<file path="src/rtl/watch_set_ctrl.sv">
// Watch time-setting controller: button debounce, RUN/SET_HOUR/SET_MIN mode FSM,
// increment/clear pulses and display select/blink. Define AUTOREPEAT_EN for INC auto-repeat.
module watch_set_ctrl #(
  parameter int unsigned DEBOUNCE_CYC = 16,
  parameter int unsigned TIMEOUT_S    = 30,
  parameter int unsigned REPEAT_DLY_S = 2
) (
  input  logic       clk_i,
  input  logic       rst_i,
  input  logic       tick_i,
  input  logic       mode_btn_i,
  input  logic       inc_btn_i,
  output logic       run_o,
  output logic       inc_hour_o,
  output logic       inc_min_o,
  output logic       clr_sec_o,
  output logic [1:0] sel_o,
  output logic       blink_o
);

  if (DEBOUNCE_CYC < 2) begin : g_bad_debounce
    $error("DEBOUNCE_CYC must be at least 2");
  end
  if (TIMEOUT_S < 1) begin : g_bad_timeout
    $error("TIMEOUT_S must be at least 1");
  end
  if (REPEAT_DLY_S < 1) begin : g_bad_repeat
    $error("REPEAT_DLY_S must be at least 1");
  end

  localparam int unsigned DbW = $clog2(DEBOUNCE_CYC);
  localparam int unsigned ToW = $clog2(TIMEOUT_S + 1);
  localparam logic [DbW-1:0] DbLast = DbW'(DEBOUNCE_CYC - 1);
  localparam logic [ToW-1:0] ToMax  = ToW'(TIMEOUT_S);

  typedef enum logic [1:0] {
    StRun     = 2'd0,
    StSetHour = 2'd1,
    StSetMin  = 2'd2
  } state_e;

  // Bit 0 = MODE, bit 1 = INC
  logic [1:0]     raw;
  logic [1:0]     deb_q, deb_d, deb_prev_q;
  logic [DbW-1:0] db_cnt_q [2];
  logic [DbW-1:0] db_cnt_d [2];

  assign raw = {inc_btn_i, mode_btn_i};

  always_comb begin
    for (int i = 0; i < 2; i++) begin
      deb_d[i]    = deb_q[i];
      db_cnt_d[i] = '0;
      if (raw[i] != deb_q[i]) begin
        if (db_cnt_q[i] == DbLast) begin
          deb_d[i] = raw[i];
        end else begin
          db_cnt_d[i] = db_cnt_q[i] + 1'b1;
        end
      end
    end
  end

  logic mode_press, inc_press;
  assign mode_press = deb_q[0] & ~deb_prev_q[0];
  assign inc_press  = deb_q[1] & ~deb_prev_q[1];

  state_e         state_q, state_d;
  logic [ToW-1:0] to_q, to_d;
  logic           run_q, run_d;
  logic [1:0]     sel_q, sel_d;
  logic           blink_q, blink_d;
  logic           inc_hour_q, inc_hour_d;
  logic           inc_min_q, inc_min_d;
  logic           clr_sec_q, clr_sec_d;
  logic           set_mode, inc_evt, rep_fire;

  assign set_mode = (state_q != StRun);

`ifdef AUTOREPEAT_EN
  localparam int unsigned RpW = $clog2(REPEAT_DLY_S + 1);
  localparam logic [RpW-1:0] RpMax = RpW'(REPEAT_DLY_S);

  logic [RpW-1:0] rep_q, rep_d;

  // Once the hold delay has elapsed every further tick fires one repeat pulse
  assign rep_fire = set_mode & deb_q[1] & tick_i & (rep_q == RpMax);

  always_comb begin
    rep_d = rep_q;
    if (!set_mode || !deb_q[1] || (state_d != state_q)) begin
      rep_d = '0;
    end else if (tick_i && (rep_q != RpMax)) begin
      rep_d = rep_q + 1'b1;
    end
  end

  always_ff @(posedge clk_i) begin
    if (rst_i) begin
      rep_q <= '0;
    end else begin
      rep_q <= rep_d;
    end
  end
`else
  assign rep_fire = 1'b0;
`endif

  // MODE beats INC when both land in the same cycle
  assign inc_evt = set_mode & ~mode_press & (inc_press | rep_fire);

  always_comb begin
    state_d    = state_q;
    clr_sec_d  = 1'b0;
    inc_hour_d = 1'b0;
    inc_min_d  = 1'b0;
    blink_d    = blink_q;
    to_d       = to_q;
    sel_d      = 2'b00;

    unique case (state_q)
      StRun: begin
        if (mode_press) state_d = StSetHour;
      end
      StSetHour: begin
        if (mode_press) begin
          state_d = StSetMin;
        end else if ((to_q == ToMax) && !inc_evt) begin
          state_d = StRun;
        end
      end
      StSetMin: begin
        if (mode_press) begin
          state_d   = StRun;
          clr_sec_d = 1'b1;
        end else if ((to_q == ToMax) && !inc_evt) begin
          state_d = StRun;
        end
      end
      default: state_d = StRun;
    endcase

    if (inc_evt) begin
      if (state_q == StSetHour) begin
        inc_hour_d = 1'b1;
      end else begin
        inc_min_d = 1'b1;
      end
    end

    if (state_d == StRun) begin
      blink_d = 1'b0;
    end else if ((state_d != state_q) || inc_evt) begin
      blink_d = 1'b1;
    end else if (tick_i) begin
      blink_d = ~blink_q;
    end

    if ((state_d == StRun) || (state_d != state_q) || mode_press || inc_press || rep_fire) begin
      to_d = '0;
    end else if (tick_i && (to_q != ToMax)) begin
      to_d = to_q + 1'b1;
    end

    unique case (state_d)
      StSetHour: sel_d = 2'b01;
      StSetMin:  sel_d = 2'b10;
      default:   sel_d = 2'b00;
    endcase
    run_d = (state_d == StRun);
  end

  always_ff @(posedge clk_i) begin
    if (rst_i) begin
      deb_q       <= '0;
      deb_prev_q  <= '0;
      db_cnt_q[0] <= '0;
      db_cnt_q[1] <= '0;
      state_q     <= StRun;
      to_q        <= '0;
      run_q       <= 1'b1;
      sel_q       <= 2'b00;
      blink_q     <= 1'b0;
      inc_hour_q  <= 1'b0;
      inc_min_q   <= 1'b0;
      clr_sec_q   <= 1'b0;
    end else begin
      deb_q       <= deb_d;
      deb_prev_q  <= deb_q;
      db_cnt_q[0] <= db_cnt_d[0];
      db_cnt_q[1] <= db_cnt_d[1];
      state_q     <= state_d;
      to_q        <= to_d;
      run_q       <= run_d;
      sel_q       <= sel_d;
      blink_q     <= blink_d;
      inc_hour_q  <= inc_hour_d;
      inc_min_q   <= inc_min_d;
      clr_sec_q   <= clr_sec_d;
    end
  end

  assign run_o      = run_q;
  assign sel_o      = sel_q;
  assign blink_o    = blink_q;
  assign inc_hour_o = inc_hour_q;
  assign inc_min_o  = inc_min_q;
  assign clr_sec_o  = clr_sec_q;

endmodule

</file>
<file path="config.mk">
export PLATFORM = sky130hd
export DESIGN_NAME = watch_set_ctrl
export DESIGN_NICKNAME = d
export VERILOG_FILES = /design/src/rtl/watch_set_ctrl.sv
export SDC_FILE = /design/constraint.sdc
export NUM_CORES = 1
export LEC_CHECK = 0
export CORE_UTILIZATION = 61
export CTS_BUF_LIST = sky130_fd_sc_hd__clkbuf_4 sky130_fd_sc_hd__clkbuf_8
export DETAILED_ROUTE_END_ITERATION = 12
export PLACE_DENSITY = 0.86
export SETUP_SLACK_MARGIN = 0.1
export SYNTH_ARGS = -nofsm -noshare
export SYNTH_HDL_FRONTEND = slang
export SYNTH_SLANG_ARGS = --single-unit
</file>
<file path="constraint.sdc">
create_clock -name clk_i -period 2.3 [get_ports clk_i]
set_input_delay 0.46 -clock clk_i [delete_from_list [all_inputs] [get_ports clk_i]]
set_output_delay 0.46 -clock clk_i [all_outputs]
set_load 0.02 [all_outputs]
</file>
Word-level counts from Yosys, hierarchy flattened
Memory sizes are Yosys's and may differ from the RTL's.
Index checks and enable logic that the tools add are counted.
{ "op_classes": {"add_sub_neg": 3, "mux": 20, "n_reduce_logical": 17, "eq_ne": 11, "bitwise": 12} }
{ "ops": {"columns": ["cell", "n"], "rows": [
  ["4-bit two-way mux", 6],
  ["4-bit by 1-bit adder with 4-bit output, second input constant", 2],
  ["4-bit equality test, second input constant", 2],
  ["1-bit two-way mux", 8],
  ["2-bit two-way mux", 4],
  ["2-bit OR reduction", 4],
  ["1-bit NOT", 6],
  ["2-bit one-hot mux with 3 select lines", 1],
  ["5-bit by 1-bit adder with 5-bit output, second input constant", 1],
  ["5-bit equality test, second input constant", 1],
  ["5-bit inequality test, second input constant", 1],
  ["1-bit bitwise AND", 4],
  ["2-bit by 1-bit equality test with 1-bit output, second input constant", 2],
  ["2-bit equality test, second input constant", 2],
  ["2-bit zero test", 2],
  ["1-bit logical OR", 4],
  ["2-bit one-hot mux with 2 select lines", 1],
  ["2-bit AND reduction", 2],
  ["2-bit nonzero test", 2],
  ["1-bit logical AND", 2],
  ["1-bit inequality test", 2],
  ["2-bit inequality test", 1],
  ["1-bit bitwise OR", 2],
  ["1-bit zero test", 1]
]} }
{ "totals": {"wordCells": 75, "mem_count": 1, "output_inout_bits": 7, "register_bits": 18, "input_bits": 5, "ramBits": 8} }
{ "mem_list": {"columns": ["name", "depth", "word_bits", "read_ports", "rd_clocked_by_memory_dff", "write_ports", "line_no", "source"], "rows": [
  ["db_cnt_q", 2, 4, 2, 0, 2, "45", "logic [DbW-1:0] db_cnt_q [2];"]
]} }

Logic depth before layout (Yosys ltp)
Gate-level depths: netlist of run 1.
{ "depth": {"ltp_word": 15, "depth_mapped": 6, "depth_no_buf": 6} }

Least setup slack after synthesis of run 1
No wires, ideal clock.
{ "synth_timing": {"kind": "register -> register", "from": "register to_q[0]", "to": "register run_q, in the netlist run_o", "t_arrival_ns": 1.182, "setup_slack_ns": 1.004, "setup_ns": 0.114, "stages_incl_launch_ff": 7, "n_path_buf": 0, "synth_period_minus_slack_ns": 1.296, "t_required_ns": 2.186, "path_cell_list": "dfxtp_1 inv_1 ha_1 nand4_4 o21ai_1 a21o_2 a21o_1"} }
{ "synth_between": {"elab_chain_cells": 6, "word_cells_on_any_way": 7, "classes_between": "eq/ne: 1; mux: 4; reduce/logical: 2"} }
{ "synth_rtl": {"columns": ["element", "line_no", "source"], "rows": [
  ["start: declaration", "69", "logic [ToW-1:0] to_q, to_d;"],
  ["start signal: assignment", "193", "to_q <= to_d;"],
  ["5-bit equality test *", "128, 136", null],
  ["1-bit logical AND *", "128, 136", null],
  ["2-bit two-way mux *", "128, 136", null],
  ["2-bit two-way mux, on equally long branches", "133, 126", null],
  ["2-bit one-hot mux with 3 select lines *", "121", "unique case (state_q)"],
  ["2-bit zero test *", "170", "run_d = (state_d == StRun);"],
  ["end signal: assignment", "194", "run_q <= run_d;"],
  ["end: declaration", "70", "logic run_q, run_d;"]
]} }
Every way passes the cells marked *; elsewhere a longest branch is shown, timed or not.
A chain may end at the register's enable or synchronous reset.

Final worst setup path of run 1
{ "layout_timing": {"from": "register blink_q, in the netlist blink_o", "to": "output blink_o"} }
{ "layout_lines": {"columns": ["element", "line_no", "source"], "rows": [
  ["start: declaration", "72", "logic blink_q, blink_d;"],
  ["start signal: assignment", "196", "blink_q <= blink_d;"],
  ["end: declaration", "18", "output logic blink_o"]
]} }
No word-level cell between the ends.

==> summary.txt, run 1 <==
Clock network
  • CTS root buf: clkbuf_4
  • Post-cts sizing count: 0
  • Clk sinks: 26
  • Insertion delay to the later sink of the worst-skew pair: 320 ps
  • CTS Buf Count: 3
  • CTS tree: yes
  • # H-tree levels: 1
  • Worst-path clk slew: 130 ps
  • Clk buf depth: 2
  • Hold_buf cts: 0
  • Postcts setup bufs: 0

Drt
  • Routed Antenna Nets: 0
  • Residual DRC count: 2
  • Vias per cell: 5.55
  • Initial drt markers: 8
  • Via count: 749
  • DRT Pass-1 Iters: 8
  • DRT Wirelength: 1750 um
  • DR WL/cell: 13.0 um

Logic synthesis
  • Synth top area cells: dfxtp_1 50%, nor2_1 5.4%, ha_1 4.8%, xnor2_1 4.2%, xor2_1 3.3%
  • Most used DFF post-synth: dfxtp_1
  • Sequential area share after synthesis: 49.6%
  • Synth top cells by count: 26 x dfxtp_1, 15 x nor2_1, 5 x a21oi_1, 5 x xnor2_1
  • Netlist cell types: 35
  • Mapped cell area: 1050 um^2
  • Syn_nets: 114
  • Simple-Gate Fraction of Synth Area: 24.1%
  • EDFF count, synth: 0
  • Yosys top cell area share: 49.6%
  • Asr flop ratio synth: 0%
  • Adder-cell share of the synthesized area: 4.77%
  • Syn avg cell area: 10.0 um^2
  • Post-synthesis compound-gate area fraction: 8.10%
  • Synth Area in XOR/XNOR: 7.51%
  • Largest area contributor in the netlist: dfxtp_1
  • Most frequent cell after synthesis: dfxtp_1
  • Largest family of logic cells by synthesized area: simple AND/OR/NAND/NOR gates
  • Yosys warns: 0
  • Cell count after synthesis: 105
  • Number of synthesized register bits: 26
  • Post-synthesis mux area share: 4.05%

Timing
  • Final hold viol count: 0
  • Slew @ Worst Pin: 331 ps
  • Max_slew headroom: 77.7%
  • Setup-failing EPs final: 0
  • Slew Viols, Final: 0
  • Fin crit period: 1770 ps
  • Clk_skew: 3.21 ps
  • Final Cycle Share: 77.0%
  • Max frequency: 0.565 GHz
  • Setup TNS: 0 ps
  • Fin worst setup slack: 529 ps
  • RSZ-0062 raised after global routing: no

Critical path
  • Slowest stage delay, CP: 610 ps
  • Critical Path AT: 1310 ps
  • Slowest library cell on the worst path: clkdlybuf4s50_1
  • Worst Path Buf+Inv: 1
  • Setup crit end kind: output port
  • Crit Path Class: reg -> out
  • Crit Path Max Fanout: 2
  • Worst Path Required: 1840 ps
  • Kind of cell adding the most delay to the critical path: buffers and inverters
  • Crit start category: register
  • Critical path, cell by cell: clkdlybuf4s50_1

Final layout
  • Layout cells sized above 1: 12.6%
  • Post-Layout Inst Area: 1210 um^2
  • Multi-input combinational cell area: 509 um^2
  • Sequential cell area: 520 um^2
  • Nets: 129
  • Area growth from synthesis to layout: 15.7%
  • FILL cells: 116
  • Fin util: 77.9%
  • Diode count: 0

Pwr
  • Sw Share: 20.7%
  • Cell-internal power: 0.565 mW
  • Clock power frac: 31.9%
  • Pwr Density: 587 nW/um^2
  • Sequential share of power: 64.0%
  • P_leak: 0.487 nW
  • Net load switching power: 0.148 mW
  • Peak supply drop: 0.532 mV
  • Power share of the combinational group: 4.1%

Placement
  • HPWL Detailed: 1340 um
  • Routability-driven placement congestion ratio: 0.678
  • DP Worst Slack: 538 ps
  • Placed Area: 1180 um^2
  • Port Buffers: 11

Global route
  • First-pass GRT wire length: 3150 um
  • Number of global-route vias before repair: 766
  • Initial antenna violation count: 0
  • GRT Total Usage: 22.7%
  • Largest net degree at the start of global routing: 15
  • Total gr overflow: 0

Die
  • Chip height: 43.5 um
  • Initial Utilization: 67.3%
  • Cell Rows: 14
  • Die width: 43.5 um
  • Ports: 12
  • Die outline area: 1890 um^2
  • Core ar.: 1560 um^2

Status
  • Status: complete, but fails checks
  • Failing checks: design-rule violations

Flow run
  • Number of max-cap violations: 0

Hold path
  • Hold Path Class: reg -> reg
[final timing paths]
check                           depth (start not counted)  slack [ps]                      start                   endpoint
worst max register to register                          6         870       to_q[0]$_SDFFE_PP0P_           run_o$_SDFF_PP1_
worst min register to register                          1         460  db_cnt_q[0][0]$_SDFF_PP0_  db_cnt_q[0][0]$_SDFF_PP0_
worst max-delay path                                    1         530       blink_o$_SDFFE_PP0P_                    blink_o
worst min-delay path                                    1         460  db_cnt_q[0][0]$_SDFF_PP0_  db_cnt_q[0][0]$_SDFF_PP0_
[sequential cells by signal (all words and copies together) (netlist names)]
| signal | cells |
|---|---|
| state_q | 2 |
| inc_min_o | 1 |
| db_cnt_q | 8 |
| blink_o | 1 |
| sel_o | 2 |
| to_q | 5 |
| deb_prev_q | 2 |
| run_o | 1 |
| inc_hour_o | 1 |
| clr_sec_o | 1 |
| deb_q | 2 |
[placed cells by master (no fill, tap or decap), types with 3 or more instances in the layout]
master and count:
clkdlybuf4s50_1 11, nor3_1 4, nor2b_1 3, clkbuf_4 3, inv_1 3, a21oi_1 5
xnor2_1 5, dfxtp_1 26, xor2_1 4, and3_1 4, nand3_1 3, nor2_1 15
ha_1 4
[per-layer routing]
layer | up-vias | routed length, um | global-route usage [%] | share of wire, %
li1 | 387 | - | - | -
met1 | 343 | 758 | 27.5 | 43
met2 | 12 | 900 | 39.1 | 51
met3 | 7 | 38 | 3.75 | 2.2
met4 | 0 | 55 | 11.3 | 3.1
met5 | - | 0 | 0 | 0
[power by group through the flow]
stage	clock (mW)	sequential, mW	combinational [mW]
floorplan	0	0.466	0.0164
global placement	0	0.466	0.0268
detailed placement	0	0.466	0.0292
CTS	0.231	0.456	0.0292
global route	0.250	0.457	0.0322
finish	0.227	0.456	0.0290
[cells by family after synthesis]
logic type | Yosys count
XOR/XNOR | 9
adder cells (fa/ha/maj) | 4
buffers and inverters | 5
AND/OR/NAND/NOR | 44
flip-flops | 26
multiplexers | 4
AO/OA/AOI/OAI | 13
[layout make-up]
cell class / count / share of cell area (%)
tap: 16 / 1.65
multi-input combinational: 74 / 41.9
inverter: 3 / 0.927
timing repair buffer: 12 / 9.68
sequential: 26 / 42.8
clock buffer: 4 / 2.99
[metrics by stage]
stage / hold WS [ps] / power (mW) / std cells
2_1_floorplan: 418 / 0.482 / 105
3_3_place_gp: 434 / 0.493 / 131
3_5_place_dp: 438 / 0.495 / 131
4_1_cts: 461 / 0.716 / 135
5_1_grt: 484 / 0.739 / 135
6_report: 459 / 0.713 / 135
Note: power is estimated with default switching activity, not from simulation.
==> run 2, diff against run 1 <==
CORE_UTILIZATION = 56   (was 61)
PLACE_DENSITY = 0.8   (was 0.86)
clock period = 1.7 ns   (was 2.3 ns; I/O delays follow)
==> summary.txt, run 2 (synthesis results as in run 1) <==
Critical path
  • Slowest stage delay, CP: 590 ps (was 610 ps)
  • Crit start category: register (unchanged)
  • Critical Path AT: 1220 ps (was 1310 ps)
  • R2R depth: 6 (unchanged)
  • Worst R2R End: state_q[0]$_SDFF_PP0_ (was run_o$_SDFF_PP1_)
  • Kind of cell adding the most delay to the critical path: buffers and inverters (unchanged)
  • Crit Path Max Fanout: 1 (was 2)
  • Worst Path Required: 1360 ps (was 1840 ps)
  • Critical path, cell by cell: clkdlybuf4s50_1 (unchanged)
  • Worst Path Buf+Inv: 1 (unchanged)
  • Reg2reg start: to_q[0]$_SDFFE_PP0P_ (unchanged)
  • Slowest library cell on the worst path: clkdlybuf4s50_1 (unchanged)
  • Reg2reg setup slack: 250 ps (was 870 ps)
  • Crit Path Class: reg -> out (unchanged)
  • CP Depth: 1 (unchanged)
  • Setup crit end kind: output port (unchanged)

Final layout
  • Sequential cell area: 520 um^2 (unchanged)
  • Area growth from synthesis to layout: 16.2% (was 15.7%)
  • Largest regs: db_cnt_q x8, to_q x5 (unchanged)
  • Commonest non-fill, non-tap cell in the layout: dfxtp_1 (unchanged)
  • Reg with most FFs: db_cnt_q (unchanged)
  • Diode count: 0 (unchanged)
  • FILL cells: 147 (was 116)
  • Fin util: 69.9% (was 77.9%)
  • Nets: 129 (unchanged)
  • Largest register FFs: 8 (unchanged)
  • Multi-input combinational cell area: 509 um^2 (unchanged)
  • Commonest non-fill, non-tap cells in the layout: 26 x dfxtp_1, 15 x nor2_1, 5 x a21oi_1, 5 x xnor2_1, 5 x clkdlybuf4s50_1 (was 26 x dfxtp_1, 15 x nor2_1, 11 x clkdlybuf4s50_1)
  • Layout cells sized above 1: 11.9% (was 12.6%)

Placement
  • DP Worst Slack: 59.2 ps (was 538 ps)
  • Port Buffers: 11 (unchanged)
  • Routability-driven placement congestion ratio: 0.821 (was 0.678)
  • HPWL Detailed: 1310 um (was 1340 um)

Clock network
  • CTS root buf: clkbuf_4 (unchanged)
  • Hold_buf cts: 0 (unchanged)
  • Insertion delay to the later sink of the worst-skew pair: 300 ps (was 320 ps)
  • CTS Buf Count: 3 (unchanged)
  • Clk sinks: 26 (unchanged)
  • CTS tree: yes (unchanged)
  • # H-tree levels: 1 (unchanged)
  • Clk buf depth: 2 (unchanged)
  • Worst-path clk slew: 120 ps (was 130 ps)

Timing
  • Fin crit period: 1560 ps
  • Setup-failing EPs final: 0 (unchanged)
  • RSZ-0062 raised after global routing: no (unchanged)
  • Setup TNS: 0 ps (unchanged)
  • Clk_skew: 4.94 ps (was 3.21 ps)
  • Slew Viols, Final: 0 (unchanged)
  • Final Cycle Share: 91.5%
  • Max_slew headroom: 75.6% (was 77.7%)
  • Slew @ Worst Pin: 361 ps (was 331 ps)
  • Final hold viol count: 0 (unchanged)
  • Max frequency: 0.643 GHz
  • Fin worst setup slack: 144 ps (was 529 ps)

Flow run
  • Number of max-cap violations: 0 (unchanged)

Hold path
  • WHS Endpoint: db_cnt_q[0][0]$_SDFF_PP0_ (unchanged)
  • Hold depth: 1 (unchanged)
  • Hold Path Class: reg -> reg (unchanged)
  • Hold_sp: db_cnt_q[0][0]$_SDFF_PP0_ (unchanged)

Die
  • Initial Utilization: 60.1% (was 67.3%)
  • Core ar.: 1750 um^2 (was 1560 um^2)
  • Die outline area: 2050 um^2 (was 1890 um^2)
  • Ports: 12 (unchanged)
  • Chip height: 45.3 um (was 43.5 um)
  • Die width: 45.3 um (was 43.5 um)
  • Cell Rows: 15 (was 14)

Drt
  • Initial drt markers: 6 (was 8)
  • Via count: 743 (was 749)
  • Residual DRC count: 0 (was 2)
  • Vias per cell: 5.20 (was 5.55)
  • DRT Pass-1 Iters: 2 (was 8)
  • DRT Wirelength: 1740 um (was 1750 um)
  • Routed Antenna Nets: 0 (unchanged)
  • DR WL/cell: 12.1 um (was 13.0 um)

Pwr
  • Pwr Density: 732 nW/um^2 (was 587 nW/um^2)
  • Peak supply drop: 0.513 mV (was 0.532 mV)
  • P_leak: 0.546 nW (was 0.487 nW)

Global route
  • Initial antenna violation count: 0 (unchanged)
  • GRT Total Usage: 19.4% (was 22.7%)
  • Largest net degree at the start of global routing: 14 (was 15)
  • First-pass GRT wire length: 2900 um (was 3150 um)
  • Number of global-route vias before repair: 718 (was 766)
  • Total gr overflow: 0 (unchanged)

Status
  • Status: complete, no violations (was complete, but fails checks)
run 2: cell type report:
type | instances | share of cell area (%)
repair buffers | 12 | 10.3
flip-flops and latches | 26 | 42.7
inverters | 3 | 0.923
well taps | 25 | 2.56
clock buffers | 3 | 1.85
multi-input cells | 74 | 41.7
run 2: stage by stage:
stage	std cells	instance area [um^2]	total power, mW	hold WS, ps
2_1_floorplan	105	1050	0.652	412
3_3_place_gp	140	1190	0.667	433
3_5_place_dp	140	1190	0.669	447
4_1_cts	143	1210	0.906	476
5_1_grt	143	1220	0.935	495
6_report	143	1220	0.892	464
run 2: timing repair:
item | CTS | global route
buffers inserted | 0 | 0
resized for setup | 2 | 4
hold endpoints to repair | 0 | 0
setup endpoints to repair | 2 | 4
run 2: routing by layer:
layer	vias to the layer above	routed length, um	track usage, %	share of wire (%)
met5	-	0	0	0
met4	0	13	7.88	0.75
met3	2	32	2.80	1.8
met2	7	873	35.1	50
met1	350	815	22.8	47
li1	384	-	-	-
run 2: worst max path at each step:
stage / start / slack, ps / end
2_1_floorplan: to_q[0]$_SDFFE_PP0P_ / 400 / run_o$_SDFF_PP1_
3_3_place_gp: rst_i / 150 / db_cnt_q[0][6]$_SDFF_PP0_
3_5_place_dp: rst_i / 60 / to_q[1]$_SDFFE_PP0P_
4_1_cts: sel_o[0]$_SDFF_PP0_ / 120 / sel_o[0]
5_1_grt: inc_min_o$_SDFF_PP0_ / 100 / inc_min_o
6_report: inc_min_o$_SDFF_PP0_ / 140 / inc_min_o
run 2: where the power goes:
part           switching [mW]  total [mW]  internal [mW]
clock network           0.155       0.238         0.0825
logic                  0.0185      0.0375         0.0191
registers             0.00325       0.617          0.614
==> run 3, diff against run 2 <==
CORE_MARGIN = 2   (was not set)
MAX_ROUTING_LAYER = met4   (was not set)
==> summary.txt, run 3 (synthesis results as in run 1) <==
Clock network
  • Postcts setup bufs: 0 (unchanged)
  • Clk sinks: 26 (unchanged)
  • Worst-path clk slew: 130 ps (was 120 ps)
  • CTS root buf: clkbuf_4 (unchanged)
  • # H-tree levels: 1 (unchanged)
  • Hold_buf cts: 0 (unchanged)
  • Clk buf depth: 2 (unchanged)
  • Insertion delay to the later sink of the worst-skew pair: 310 ps (was 300 ps)
  • CTS Buf Count: 3 (unchanged)
  • CTS tree: yes (unchanged)

Die
  • Initial Utilization: 60.1% (unchanged)
  • Cell Rows: 15 (unchanged)
  • Core ar.: 1750 um^2 (unchanged)
  • Die width: 47.3 um (was 45.3 um)
  • Die outline area: 2240 um^2 (was 2050 um^2)
  • Chip height: 47.3 um (was 45.3 um)
  • Ports: 12 (unchanged)

Timing
  • Max frequency: 0.702 GHz (was 0.643 GHz)
  • Final hold viol count: 0 (unchanged)
  • Setup TNS: 0 ps (unchanged)
  • Clk_skew: 10.7 ps (was 4.94 ps)
  • Max_slew headroom: 76.2% (was 75.6%)
  • RSZ-0062 raised after global routing: no (unchanged)
  • Slew Viols, Final: 0 (unchanged)
  • Fin crit period: 1420 ps (was 1560 ps)
  • Setup-failing EPs final: 0 (unchanged)
  • Slew @ Worst Pin: 354 ps (was 361 ps)
  • Final Cycle Share: 83.8% (was 91.5%)

Drt
  • Vias per cell: 5.21 (was 5.20)
  • DR WL/cell: 11.7 um (was 12.1 um)
  • DRT Pass-1 Iters: 4 (was 2)
  • DRT Wirelength: 1700 um (was 1740 um)
  • Via count: 755 (was 743)
  • Residual DRC count: 0 (unchanged)
  • Routed Antenna Nets: 0 (unchanged)
  • Initial drt markers: 8 (was 6)

Critical path
  • Crit start category: register (unchanged)
  • Crit Path Max Fanout: 9 (was 1)
  • Worst Path Required: 1900 ps (was 1360 ps)
  • Critical Path AT: 1630 ps (was 1220 ps)
  • Slowest stage delay, CP: 410 ps (was 590 ps)
  • Slowest library cell on the worst path: dfxtp_1 (was clkdlybuf4s50_1)
  • Crit Path Class: reg -> reg (was reg -> out)
  • Critical path, cell by cell: ha_1 > nand4_4 > o21ai_0 > a21oi_1 (was clkdlybuf4s50_1)
  • Setup crit end kind: register (was output port)

Final layout
  • Nets: 131 (was 129)
  • Reg with most FFs: db_cnt_q (unchanged)
  • Diode count: 0 (unchanged)
  • Largest register FFs: 8 (unchanged)
  • Layout cells sized above 1: 13.3% (was 11.9%)
  • Area growth from synthesis to layout: 17.9% (was 16.2%)
  • Largest regs: db_cnt_q x8, to_q x5 (unchanged)
  • Commonest non-fill, non-tap cells in the layout: 26 x dfxtp_1, 15 x nor2_1, 5 x a21oi_1, 5 x xnor2_1, 5 x dlymetal6s2s_1 (was 26 x dfxtp_1, 15 x nor2_1, 5 x a21oi_1, 5 x xnor2_1, 5 x clkdlybuf4s50_1)
  • Commonest non-fill, non-tap cell in the layout: dfxtp_1 (unchanged)

Pwr
  • Peak supply drop: 0.827 mV (was 0.513 mV)
  • P_leak: 0.574 nW (was 0.546 nW)
  • Total power: 0.903 mW (was 0.892 mW)
  • Pwr Density: 730 nW/um^2 (was 732 nW/um^2)

Global route
  • GRT Total Usage: 19.2% (was 19.4%)
  • Initial antenna violation count: 0 (unchanged)
  • First-pass GRT wire length: 2840 um (was 2900 um)
  • Number of global-route vias before repair: 658 (was 718)
  • Largest net degree at the start of global routing: 14 (unchanged)
  • Total gr overflow: 0 (unchanged)

Hold path
  • Hold Path Class: reg -> reg (unchanged)

Placement
  • HPWL Detailed: 1280 um (was 1310 um)
  • Port Buffers: 11 (unchanged)
  • Routability-driven placement congestion ratio: 0.799 (was 0.821)

Flow run
  • Number of max-cap violations: 0 (unchanged)

Status
  • Status: complete, no violations (unchanged)
-- run 3: cell count changes in the layout (fill, tap and decap cells not counted) --
cell             delta
clkdlybuf4s50_1     -1
dlymetal6s2s_1      +1
buf_4               +2
-- run 3: final timing paths --
check / from / to / slack (ps) / depth (start not counted)
min reg2reg: db_cnt_q[0][0]$_SDFF_PP0_ / db_cnt_q[0][0]$_SDFF_PP0_ / 460 / 1
min: db_cnt_q[0][0]$_SDFF_PP0_ / db_cnt_q[0][0]$_SDFF_PP0_ / 460 / 1
max: to_q[1]$_SDFFE_PP0P_ / state_q[1]$_SDFF_PP0_ / 280 / 4
max reg2reg: to_q[1]$_SDFFE_PP0P_ / state_q[1]$_SDFF_PP0_ / 280 / 4
-- run 3: layer usage --
layer	vias up	GRT usage (%)	wire, um
li1	389	-	-
met2	9	29.5	816
met3	2	8.08	67
met4	0	5.00	13
met1	355	23.0	802
met5	-	-	0
-- run 3: critical path: cells and delay by family, from the launching register on --
family	cells	cell delay, ps
AO/OA/AOI/OAI	2	480
adder cells (fa/ha/maj)	1	240
flip-flops	1	410
AND/OR/NAND/NOR	1	190
-- run 3: layout make-up --
cell class              count  area (um^2)
well taps                  25         31.3
flip-flops and latches     26          520
inverters                   3         11.3
multi-input cells          74          509
clock buffers               3         22.5
fillers                   133          508
repair buffers             14          143
-- run 3: repair_timing --
| action | in CTS | in global routing |
|---|---|---|
| gates resized for setup | 2 | 5 |
| endpoints found under the setup margin | 2 | 5 |
| pin swaps | 0 | 0 |
-- run 3: report_power, final --
group	leakage [nW]	switching (mW)	internal, mW	total (mW)
combinational	0.350	0.0194	0.0205	0.0399
sequential	0.210	0.00298	0.614	0.617
clock	0.0138	0.163	0.0829	0.246
total	0.574	0.186	0.717	0.903
-- run 3: stage by stage --
stage | area, um^2 | utilization [%] | hold WS (ps) | setup slack (ps) | cells
2_1_floorplan | 1050 | - | 412 | 404 | 105
3_3_place_gp | 1200 | 69.0 | 432 | 138 | 142
3_5_place_dp | 1200 | 69.0 | 449 | 115 | 142
4_1_cts | 1220 | 70.2 | 468 | 104 | 145
5_1_grt | 1240 | 70.9 | 487 | 165 | 145
6_report | 1240 | 70.9 | 462 | 275 | 145
